$ cat config.mk
export PLATFORM = sky130hd
export DESIGN_NAME = serial_adder_ctrl
export DESIGN_NICKNAME = d
export VERILOG_FILES = /design/src/rtl/serial_adder_pkg.sv /design/src/rtl/Adder.sv /design/src/rtl/serial_adder_ctrl.sv
export SDC_FILE = /design/constraint.sdc
export NUM_CORES = 1
export LEC_CHECK = 0
export ABC_AREA = 1
export CORE_AREA = 2 2 86 47
export CTS_CLUSTER_SIZE = 14
export DETAILED_ROUTE_END_ITERATION = 8
export DIE_AREA = 0 0 88 49
export PLACE_DENSITY_LB_ADDON = 0.05
export SLEW_MARGIN = 15
export SYNTH_ARGS = -nofsm -noshare
export SYNTH_HDL_FRONTEND = slang
export SYNTH_SLANG_ARGS = --single-unit
$ cat constraint.sdc
create_clock -name clk -period 2.8 [get_ports clk]
set_input_delay 0.56 -clock clk [delete_from_list [all_inputs] [get_ports clk]]
set_output_delay 0.56 -clock clk [all_outputs]
set_load 0.03 [all_outputs]
$ cat src/rtl/serial_adder_pkg.sv
// serial_adder_pkg: shared state encodings for the serial adder sequencer
package serial_adder_pkg;
  typedef enum logic [1:0] {
    ST_IDLE = 2'd0,
    ST_RUN  = 2'd1,
    ST_DONE = 2'd2
  } state_t;
endpackage

$ cat src/rtl/Adder.sv
// Adder: combinational 1-bit full adder cell (led_0 = sum, led_1 = carry)
module Adder (
  input  logic switch_0,
  input  logic switch_1,
  input  logic switch_2,
  output logic led_0,
  output logic led_1
);
  assign led_0 = switch_0 ^ switch_1 ^ switch_2;
  assign led_1 = (switch_0 & switch_1) | (switch_2 & (switch_0 ^ switch_1));
endmodule

$ cat src/rtl/serial_adder_ctrl.sv
// serial_adder_ctrl: WIDTH-bit add by reusing one full adder over WIDTH cycles, LSB first
module serial_adder_ctrl
  import serial_adder_pkg::*;
#(
  parameter int WIDTH = 8
) (
  input  logic             clk,
  input  logic             reset,
  input  logic             start,
  input  logic [WIDTH-1:0] a,
  input  logic [WIDTH-1:0] b,
  input  logic             cin,
  output logic             busy,
  output logic             done,
  output logic [WIDTH-1:0] sum,
  output logic             cout
);
  localparam int CNT_W = $clog2(WIDTH + 1);
  state_t           r_state, w_next;
  logic [WIDTH-1:0] r_a_sh, r_b_sh, r_sum_sh, r_sum, w_sum_nx;
  logic [CNT_W-1:0] r_cnt;
  logic             r_carry, r_cout, w_s, w_c, w_last;
  Adder u_adder (
    .switch_0(r_a_sh[0]),
    .switch_1(r_b_sh[0]),
    .switch_2(r_carry),
    .led_0   (w_s),
    .led_1   (w_c)
  );
  assign w_last   = r_cnt == CNT_W'(WIDTH - 1);
  assign w_sum_nx = WIDTH'({w_s, r_sum_sh} >> 1);
  assign busy     = r_state == ST_RUN;
  assign done     = r_state == ST_DONE;
  assign sum      = r_sum;
  assign cout     = r_cout;
  // state register
  always_ff @(posedge clk) begin
    if (reset) r_state <= ST_IDLE;
    else r_state <= w_next;
  end
  // next state: start only honoured in IDLE, DONE lasts a single cycle
  always_comb begin
    w_next = ST_IDLE;
    w_next = (r_state == ST_IDLE) ? (start ? ST_RUN : ST_IDLE) :
             (r_state == ST_RUN)  ? (w_last ? ST_DONE : ST_RUN) : ST_IDLE;
  end
  // datapath: load operands on accepted start, then shift one bit pair per RUN cycle
  always_ff @(posedge clk) begin
    if (reset) begin
      r_a_sh   <= '0;
      r_b_sh   <= '0;
      r_sum_sh <= '0;
      r_sum    <= '0;
      r_carry  <= 1'b0;
      r_cout   <= 1'b0;
      r_cnt    <= '0;
    end else if (r_state == ST_IDLE && start) begin
      r_a_sh   <= a;
      r_b_sh   <= b;
      r_sum_sh <= '0;
      r_carry  <= cin;
      r_cnt    <= '0;
    end else if (r_state == ST_RUN) begin
      r_a_sh   <= r_a_sh >> 1;
      r_b_sh   <= r_b_sh >> 1;
      r_sum_sh <= w_sum_nx;
      r_carry  <= w_c;
      r_cnt    <= r_cnt + CNT_W'(1);
      if (w_last) begin
        r_sum  <= w_sum_nx;
        r_cout <= w_c;
      end
    end
  end
endmodule

==> reports/metrics.csv <==
stage;metric;value;unit
run_status;status;completed;
placed_design;hpwl dp;2.57;mm
setup_path;Req. time, crit path;2240;ps
floorplanning;chip width;88;um
power;total power;1.09;mW
logic_synthesis;Syn Area/Cell;7.06;sq um
floorplanning;Initial Util;47.0;%
setup_path;Worst Reg-to-Reg Cells;5;
logic_synthesis;cell area after synthesis;1700;sq um
route;Avg WL per Cell;11.8;um
layout;nets;290;
timing;hold_ws;465;ps
setup_path;FF-to-FF setup slack;1140;ps
logic_synthesis;syn_nets;263;
logic_synthesis;Cell variety after synth;20;
placed_design;RePlAce Congestion;0.787;
timing;Slew Limit Fails;0;
clocking;worst skew pair latency;300;ps
route;Initial DRC Count;94;
global_route;pin count of the biggest net entering global routing;32;
floorplanning;Die Y;49;um
layout;most frequent cells in the layout;87 x nand2_1, 39 x dfxtp_1, 38 x nand3_1;
setup_path;Crit. End Element;output pin;
global_route;Overall Global Routing Usage;19.7;%
clocking;CTS clk-pin slew, worst paths;70;ps
timing;min setup slack post-route;645;ps
timing;worst rel slew slack;43.6;%
route;DR DRC count;0;
worst_hold_path;worst hold path type;reg -> reg;
clocking;H-tree depth;2;
logic_synthesis;Post-Syn Instances;241;
global_route;initial antenna violation count;0;
route;Via density;4.82;
run;maximum capacitance violations;0;
power;pwr dens;517;nW/um^2
global_route;vias in the first global route;1386;
setup_path;crit path max fanout;5;
floorplanning;number of I/O pins;31;
layout;area used by multi-input combinational logic;808;sq um
clocking;CTS max path bufs;2;
timing;Worst Max-Slew Pin Slew;843;ps
clocking;post_cts resized;0;
setup_path;crit path launch type;register;
timing;final setup vio count;0;
layout;commonest non-fill, non-tap cell in the layout;nand2_1;
placed_design;port buffer count;30;
clocking;cts bufs inserted;5;
clocking;post-cts hold buffer count;0;
timing;RSZ-0062 raised after global routing;false;
floorplanning;Core ar.;3620;sq um
route;total number of vias;1558;
timing;crit share post-route;76.9;%
clocking;Setup Buffers After CTS;0;
global_route;grt ovf;0;
layout;Antenna diodes;0;
power;Pleak;0.924;nW
worst_hold_path;worst hold stages;2;
logic_synthesis;register bit total from synthesis;39;
power;Peak VDD IR;0.280;mV
clocking;clk sinks;39;
timing;Max Clk Rate;0.464;GHz
layout;register area;781;sq um
clocking;CTS tree;done;
route;Antenna Violating Nets Remaining;0;
timing;final hold vios;0;
logic_synthesis;YS warnings;0;
route;DRT Pass-1 Iters;4;
layout;Synth-to-Final Area Change;24.1;%
timing;Fin Setup TNS;0;ps
placed_design;dpl ws;820;ps
layout;Fill cells;346;
floorplanning;row count;16;
setup_path;Worst Path Arrival;1590;ps
global_route;first-pass GRT wire length;6.50;mm
route;wirelength, routed;3.81;mm
floorplanning;Die Area;4310;sq um
timing;clock skew;4.92;ps
layout;layout cell share with drive strength beyond 1;7.06;%
clocking;clock tree root driver cell;clkbuf_8;
setup_path;Setup CP Type;reg -> out;
logic_synthesis;post-synthesis sequential area ratio;45.9;%
timing;Period minus WS final;2150;ps
[per-layer routing]
| metal | GRT usage [%] | share of wire [%] | vias to the layer above | wire length [um] |
|---|---|---|---|---|
| met2 | 24.1 | 36 | 50 | 1370 |
| li1 | - | - | 835 | - |
| met1 | 30.9 | 54 | 666 | 2040 |
| met4 | 8.21 | 1.4 | 0 | 54 |
| met5 | 0 | 0 | - | 0 |
| met3 | 6.26 | 8.9 | 7 | 340 |
[critical path: stages (launching register included)]
cell and delay [ps]:
dfxtp_1 440, inv_2 50, nor2_2 110, clkdlybuf4s50_1 690
[layout make-up]
class	count	area share, %
Multi-Input combinational cell	178	38.3
Sequential cell	39	37.0
Timing Repair Buffer	35	16.0
Clock buffer	5	3.26
Tap cell	54	3.20
Inverter	9	1.60
Clock inverter	3	0.711
[where the power goes]
part	switching, mW	total, mW	internal (mW)
registers	0.0120	0.585	0.573
logic	0.0809	0.136	0.0554
clock network	0.200	0.371	0.170
[registers in the layout, summed over array words and instances, names as in the netlist]
register and flops:
r_state 2, r_carry 1, r_b_sh 8, r_cnt 4
r_a_sh 8, sum 8, cout 1, r_sum_sh 7
[final timing paths]
| check | endpoint | startpoint |
|---|---|---|
| worst max-delay path | busy | r_state[0]$_SDFF_PP0_ |
| worst min-delay path | r_sum_sh[1]$_SDFFE_PP0N_ | r_sum_sh[1]$_SDFFE_PP0N_ |
| worst max register to register | r_b_sh[0]$_SDFFE_PP0P_ | r_state[0]$_SDFF_PP0_ |
| worst min register to register | r_sum_sh[1]$_SDFFE_PP0N_ | r_sum_sh[1]$_SDFFE_PP0N_ |
[metrics by stage]
stage,std cells,area [sq um],util (%)
floorplan,241,1700,-
global placement,315,2030,56.0
detailed placement,315,2030,56.0
CTS,323,2110,58.3
global route,323,2110,58.3
finish,323,2110,58.3
[cell families (layout without fill, tap and decap cells)]
kind of cell | after synthesis | count (layout) | synth area share (%)
simple gates | 162 | 162 | 41.3
flops | 39 | 39 | 45.9
buf+inv | 24 | 52 | 6.62
compound gates | 13 | 13 | 3.82
fa+ha+maj | 2 | 2 | 1.91
xor+xnor | 1 | 1 | 0.515
[synthesized netlist by cell type, drive strengths merged]
cell type  count  share of area [%]
o21ai          1               0.29
clkbuf         4               0.88
buf           11                3.7
inv            9                2.0
fa             1                1.2
a21oi         12                3.5
dfxtp         39                 46
xor2           1               0.51
nor2          24                6.0
nand3         38                 11
nand3b         1               0.44
ha             1               0.74
nand4         11                4.0
nand2         88                 20
Note: power is estimated with default switching activity, not from simulation.
==> RTL edit, RTL diff (same flow settings) <==
Re-encode `state_t` (3 states) as one-hot, 3 bits wide.
--- a/src/rtl/serial_adder_pkg.sv
+++ b/src/rtl/serial_adder_pkg.sv
@@ -2,6 +2,6 @@
 package serial_adder_pkg;
-  typedef enum logic [1:0] {
-    ST_IDLE = 2'd0,
-    ST_RUN  = 2'd1,
-    ST_DONE = 2'd2
+  typedef enum logic [2:0] {
+    ST_IDLE = 3'b001,
+    ST_RUN  = 3'b010,
+    ST_DONE = 3'b100
   } state_t;
Function: same outputs for any inputs over 10 cycles, from zero or initial values and one cycle with reset high; not proved beyond that.
==> RTL edit against the unedited design <==
- hold slack about the same
- power increased by 11%
- cell area increased by 3.8%
- worst setup slack got worse by 0.31 ns
- synthesized area increased by 3.1%
- largest power group unchanged
- sequential cell count increased by 1
- register-to-register slack got worse by 0.46 ns
- wire length increased by 2.0%
- via count decreased by 0.96%
- sequential power increased by 3.8%
==> RTL edit: results (changes against the unedited design) <==
status=complete, no violations; VDD IR max=0.000327 V (+17%); grt met3 use=6.09% (-0.17 points); first-pass GRT wire length=6.64 mm (+2.1%); nets=292 (+0.69%); Non-Clock Buffer Area Fraction=14.7% (-1.3 points); via count of the first global-routing pass=1388 (+0.14%); worst-path fanout max=14 (+9); via/cell ratio=4.75 (-1.6%); seq_cells=40 (+2.6%); ys async rst share=0% (unchanged); Vias=1543 (-0.96%); DP Worst Slack=0.663 ns (-0.157 ns); Fillers=350 (+1.2%); Final clock-cell share=5.08% (+1.1 points); initial DRC count=137 (+46%); syn_nets=264 (+0.38%); CP delay by family, top=buffers and inverters; CP peak stage delay=0.67 ns (-0.02 ns); RePlAce Congestion=0.860 (+9.2%); Met2 Routed Length=1.39 mm (+1.2%); Non-clock buffers=33 (-5.7%); global routing usage on met1=34.4% (+3.5 points); multi-input gates=170 (-4.5%); layout cell share with drive strength beyond 1=9.23% (+2.2 points); GRT Util Overall=20.3% (+0.59 points); hpwl dp=2.72 mm (+5.9%); WP data arrival=1.90 ns (+0.31 ns); routed wire length on met3=290 µm (-15%); Post-Route M1 WL=2.16 mm (+5.7%); sequential cell area share=36.5% (-0.44 points); area delta synth->final=25.0%; fraction of area in multi-input gates=37.2% (-1.1 points); Net Sw Frac=25.0% (-1.8 points); GRT met2 Usage=22.5% (-1.6 points); sequential area share after synthesis=45.6% (-0.23 points); Pleak=0.844 nW (-8.7%); combinational power=0.000131 W (-4%); PwrDens=554 mW/mm² (+7.1%); main area contributors after synthesis=dfxtp_1, nand2_1, nor2_1; Unique masters post-synth=22 (+10%); placed insts=317 (+0.63%); synth cell count leaders=nand2_1, dfxtp_1, nor2_1; Inverters=20 (+11); Worst Tran Pin Value=0.741 ns (-0.103 ns); post-CTS setup buffers=0 (unchanged); slowest stage cell on the critical path=clkdlybuf4s50_1; Syn Std Cell Area=0.00175 mm² (+3.1%); largest net degree at the start of global routing=20 (-38%); Clock group=0.000476 W (+28%); wire per inst=12.0 µm (+1.4%); clk_skew=0.00706 ns (+0.00215 ns); TritonRoute pass-1 iters=4 (unchanged); placed cell area=0.00208 mm² (+2.6%)
[RTL edit: cell types whose count changed after synthesis, sizes merged, moves of 2 or more]
cell and delta:
nand4 +2, a21oi +9, nor3 +2, nor2 +15
inv +11, buf -4, nand3 -17, o21ai +5
nand2 -23
[RTL edit: worst reg2reg max path: stages, from the launching register on]
cell     delay (ns)
dfxtp_1        0.47
nor2_1         0.65
nand2_2        0.33
nand2_2        0.35
nor2_1         0.07
nor2_1         0.09
nor2_1         0.04
[RTL edit: path summary, 6_finish.rpt]
path / from / end / slack (ns) / cells past startpoint
setup reg to reg: r_state[1] / r_b_sh[1] / 0.68 / 6
hold / removal: sum[4] / sum[4] / 0.47 / 2
hold reg to reg: sum[4] / sum[4] / 0.47 / 2
setup / recovery: r_state[1] / busy / 0.34 / 3
[RTL edit: cells by family after synthesis]
logic type / Yosys count / share of synthesized area, %
and+or+nand+nor: 141 / 36.9
DFF: 40 / 45.6
buffers and inverters: 32 / 7.92
AOI/OAI and AO/OA: 27 / 7.70
adders and majority gates: 2 / 1.85
